File: src/rtl/moxie_mem_arbiter.sv
// Two-requester (fetch / load-store) arbiter onto a single memory port, one transaction in flight.
// Define MOXIE_ARB_RR_EN for round-robin arbitration; otherwise ls has fixed priority.
module moxie_mem_arbiter #(
  parameter int ADDR_W = 32
) (
  input  logic              clk,
  input  logic              reset,
  input  logic              if_req,
  input  logic [ADDR_W-1:0] if_addr,
  output logic              if_gnt,
  output logic              if_rvalid,
  output logic [31:0]       if_rdata,
  input  logic              ls_req,
  input  logic              ls_we,
  input  logic [ADDR_W-1:0] ls_addr,
  input  logic [31:0]       ls_wdata,
  input  logic [3:0]        ls_be,
  output logic              ls_gnt,
  output logic              ls_rvalid,
  output logic [31:0]       ls_rdata,
  output logic              mem_req,
  output logic              mem_we,
  output logic [ADDR_W-1:0] mem_addr,
  output logic [31:0]       mem_wdata,
  output logic [3:0]        mem_be,
  input  logic              mem_ack,
  input  logic [31:0]       mem_rdata
);

  typedef enum logic [1:0] {IDLE, BUSY_IF, BUSY_LS} state_t;

  state_t state_reg, state_next;
  logic   pick_ls;
  logic   grant_if, grant_ls;

`ifdef MOXIE_ARB_RR_EN
  // Cleared value lets ls take the first contention after reset.
  logic last_ls_reg;

  assign pick_ls = ls_req & (~if_req | ~last_ls_reg);

  always_ff @(posedge clk) begin
    if (reset) begin
      last_ls_reg <= 1'b0;
    end else if (grant_ls || grant_if) begin
      last_ls_reg <= grant_ls;
    end
  end
`else
  assign pick_ls = ls_req;
`endif

  assign grant_ls = (state_reg == IDLE) & pick_ls;
  assign grant_if = (state_reg == IDLE) & if_req & ~pick_ls;

  always_ff @(posedge clk) begin
    if (reset) begin
      state_reg <= IDLE;
    end else begin
      state_reg <= state_next;
    end
  end

  always_comb begin
    state_next = state_reg;
    case (state_reg)
      IDLE: begin
        if (grant_ls)      state_next = BUSY_LS;
        else if (grant_if) state_next = BUSY_IF;
      end
      BUSY_IF, BUSY_LS: begin
        if (mem_ack) state_next = IDLE;
      end
      default: state_next = IDLE;
    endcase
  end

  always_comb begin
    mem_req = 1'b0;
    if (state_reg != IDLE) mem_req = 1'b1;
  end

  // Command, grant and completion registers; command is only loaded at grant time.
  always_ff @(posedge clk) begin
    if (reset) begin
      if_gnt    <= 1'b0;
      ls_gnt    <= 1'b0;
      if_rvalid <= 1'b0;
      ls_rvalid <= 1'b0;
      if_rdata  <= '0;
      ls_rdata  <= '0;
      mem_we    <= 1'b0;
      mem_addr  <= '0;
      mem_wdata <= '0;
      mem_be    <= '0;
    end else begin
      if_gnt    <= grant_if;
      ls_gnt    <= grant_ls;
      if_rvalid <= (state_reg == BUSY_IF) && mem_ack;
      ls_rvalid <= (state_reg == BUSY_LS) && mem_ack;
      if (grant_ls) begin
        mem_we    <= ls_we;
        mem_addr  <= ls_addr;
        mem_wdata <= ls_wdata;
        mem_be    <= ls_be;
      end else if (grant_if) begin
        mem_we    <= 1'b0;
        mem_addr  <= if_addr;
        mem_wdata <= '0;
        mem_be    <= 4'b1111;
      end
      if ((state_reg == BUSY_IF) && mem_ack) if_rdata <= mem_rdata;
      if ((state_reg == BUSY_LS) && mem_ack) ls_rdata <= mem_rdata;
    end
  end

endmodule
File: config.mk
export PLATFORM = sky130hd
export DESIGN_NAME = moxie_mem_arbiter
export DESIGN_NICKNAME = d
export VERILOG_FILES = /design/src/rtl/moxie_mem_arbiter.sv
export SDC_FILE = /design/constraint.sdc
export NUM_CORES = 1
export LEC_CHECK = 0
export BUFFER_PORTS_ARGS = -buffer_cell sky130_fd_sc_hd__buf_2
export CAP_MARGIN = 5
export CORE_MARGIN = 3
export CORE_UTILIZATION = 41
export CTS_CLUSTER_DIAMETER = 120
export DETAILED_ROUTE_END_ITERATION = 7
export MAX_ROUTING_LAYER = met4
export PLACE_DENSITY_LB_ADDON = 0.2
export SYNTH_ARGS = -nofsm -noshare
export SYNTH_HDL_FRONTEND = slang
export SYNTH_SLANG_ARGS = --single-unit
File: constraint.sdc
create_clock -name clk -period 1.34 [get_ports clk]
set_input_delay 0.134 -clock clk [delete_from_list [all_inputs] [get_ports clk]]
set_output_delay 0.134 -clock clk [all_outputs]
set_load 0.01 [all_outputs]
==> results by group <==
Outcome
  • Outcome: complete, but fails checks
  • Violated checks: setup timing

Finish
  • Most common cell after layout, fill and taps aside: buf_2
  • Area Overhead vs Synth: 78.0%
  • NumNets Final: approximately 1,200
  • Fill cell count: approximately 890
  • Commonest cells after routing, fill and taps aside: 273 x buf_2, 213 x nand2_1, 137 x dfxtp_1
  • Finished Layout Cells: approximately 1,300
  • Layout cell share with drive strength beyond 1: 0.429
  • Ant diodes: 0

Global route
  • Grt ovf: 0
  • Largest net degree at the start of global routing: 67
  • First-pass GRT wire length: 29,400 um
  • Vias in the first global route: roughly 6,000
  • Initial antenna violation count: 0
  • GRT Total Usage: 0.257

Yosys
  • Synth cell types: 23
  • Synth Area per Inst: ~8.3 sq um
  • FF+latch count, synth: 139
  • Top post-synthesis cells by area: dfxtp_1 51%, nand2_1 16%, a21oi_1 9.0%, a311oi_2 8.8%, nand3_1 3.0%
  • Register area share after synthesis: 0.509
  • Net count after synthesis: about 800
  • Cell count after synthesis: 657
  • Number of synthesis warnings: 0
  • Yosys top cell by area: dfxtp_1
  • Synthesized area: roughly 5500 sq um
  • Top cell type's share of synthesized area: 0.509

Hold path
  • Hold path depth: 3
  • Min-Delay Path Class: in -> reg
  • Hold path start: if_addr[18]
  • WHS Endpoint: mem_addr[18]

Place
  • Placer Congestion: 0.813
  • Dpl hpwl: 10,700 um
  • Placed cells: approximately 1,100
  • Number of port buffers: 275

Detailed routing
  • Drt wl/cell: about 17 um
  • Antenna-violating nets left: 0
  • Drt total wl: ~22,000 um
  • DRT Pass-1 Iters: 5
  • Residual DRC count: 0
  • Drt initial violations: 463
  • Vias/cell: ~5.1
  • DR vias: 6,423

Worst setup path
  • Crit path launch type: register
  • Reg-to-reg endpoint: mem_be[3]
  • Reg2reg setup slack: -0.1 ns
  • R2R depth: 7
  • Max Fanout on Critical Path: 5
  • WS Path Type: reg -> reg
  • Critical Path End Type: register
  • Crit path DAT: ~1.7 ns
  • Reg2Reg Launch Point: state_reg[0]
  • WP data required: around 1.6 ns

Floorplanning
  • Core ar.: 12,800 sq um
  • Num rows: between 40 and 50
  • I/O pin cnt: between 200 and 300
  • Starting Density: 0.426
  • Die H: about 120 um
  • Die area: ~15,000 sq um
  • Die width: between 100 and 150 um

STA
  • Final worst-path cycle share: 1.07
  • Slew HR: 0.789
  • Worst Max-Slew Pin Slew: approximately 0.32 ns
  • Final Max Slew Viols: 0
  • Unrepaired setup endpoints after global routing: true
  • Final min period: between 1 and 1.5 ns
  • Hold Vio Cnt, Final: 0
  • Maximum clock frequency: approximately 700 MHz
  • Final setup fails: roughly 70
  • Setup Skew: around 0.0028 ns
  • Final worst slack: -0.0982 ns

Power
  • PwrDens: between 1500 and 2000 nW/um^2
  • Logic pwr share: 0.481
  • P_int: 12.3 mW
  • VDD IR max: 0.00105 V
  • Switching Fraction: 0.358
  • Flop pwr share: 0.284
  • Net Sw Power: around 6.9 mW
  • Clock Power Share: 0.235
  • Final Power: around 19 mW
  • P_leak: 4.36 nW

Flow run
  • Max-cap viol count: 0

Clock network
  • CTS root buf: clkbuf_16
  • Worst-skew pair later-pin latency: between 0.4 and 0.5 ns
  • CTS max path bufs: 2
  • Num Clock Sinks: 139
  • Num CTS Buffers: 17
  • CTS clk-pin slew, worst paths: about 0.060 ns
  • H-tree levels: 4
  • TritonCTS clock tree: done
per-stage QoR:
step | TNS [ns] | util | hold WS [ns] | instance area [sq um] | setup WS (ns)
after floorplan | -1.88 | - | 0.270 | 5540 | -0.0349
final | -3.54 | 0.759 | 0.0158 | 9740 | -0.0982
after global placement | -2.93 | 0.560 | 0.389 | 7190 | -0.0731
after detailed placement | -4.03 | 0.560 | 0.393 | 7190 | -0.128
after CTS | -2.98 | 0.713 | 0.000851 | 9140 | -0.0836
after global routing | -9.00 | 0.759 | 0.00314 | 9740 | -0.179
kinds of logic after synthesis:
group,synth area share
simple gates,0.240
flops,0.509
compound gates,0.181
buf+inv,0.0611
fa+ha+maj,0.00915
critical path, stage by stage, from the launching register on:
cell and delay (ns):
dfxtp_2 0.33, inv_4 0.08, ha_4 0.17, nand3b_4 0.14, and2_4 0.21, clkbuf_16 0.16, nor3_4 0.15, nor3_1 0.07
layout make-up:
class | count | area, sq um | share of cell area
clock buffer | 23 | 468 | 0.0481
clock inverter | 7 | 92.6 | 0.00951
inverter | 3 | 16.3 | 0.00167
multi-input combinational | 461 | 2630 | 0.270
sequential | 139 | 2790 | 0.286
tap | 172 | 215 | 0.0221
timing repair buffer | 445 | 3530 | 0.362
per-layer routing:
| layer | wire [um] | global-route usage | up-vias |
|---|---|---|---|
| met3 | 1550 | 0.0545 | 67 |
| met5 | 0 | - | - |
| li1 | - | - | 3021 |
| met4 | 805 | 0.112 | 0 |
| met1 | 8350 | 0.307 | 3005 |
| met2 | 10800 | 0.421 | 330 |
power by group through the flow:
stage / Sequential [mW] / Clock, mW / Combinational (mW)
after floorplan: 5.88 / 0 / 3.74
after global placement: 5.47 / 0 / 6.20
after detailed placement: 5.48 / 0 / 6.27
after CTS: 5.43 / 4.58 / 7.70
after global routing: 5.56 / 4.74 / 9.86
final: 5.47 / 4.52 / 9.24
worst max-delay path by stage:
| stage | startpoint | to | cells past startpoint |
|---|---|---|---|
| after floorplan | state_reg[0] | mem_addr[18] | 9 |
| after global placement | state_reg[0] | mem_addr[23] | 7 |
| after detailed placement | state_reg[0] | mem_addr[10] | 7 |
| after CTS | state_reg[1] | mem_req | 5 |
| after global routing | state_reg[0] | mem_be[3] | 7 |
| final | state_reg[0] | mem_be[3] | 7 |
synth_stat cells, drive strengths merged:
library cell,n
buf,37
clkbuf,18
nand4,2
dfxtp,139
or2,1
a211oi,1
nor2,40
nand2b,2
nand3b,1
nor3,8
a31oi,1
inv,3
a21oi,98
nand3,33
a311oi,32
and2,4
nand2,232
ha,4
a21o,1
timing repair:
item,in CTS,in global routing
pin swaps,8,9
gates cloned,6,17
buffers inserted,5,8
resized for setup,32,51
endpoints found under the hold margin,126,0
hold buffers,106,0
setup endpoints to repair,70,134
No activity file was read; power rests on OpenSTA's default activity.
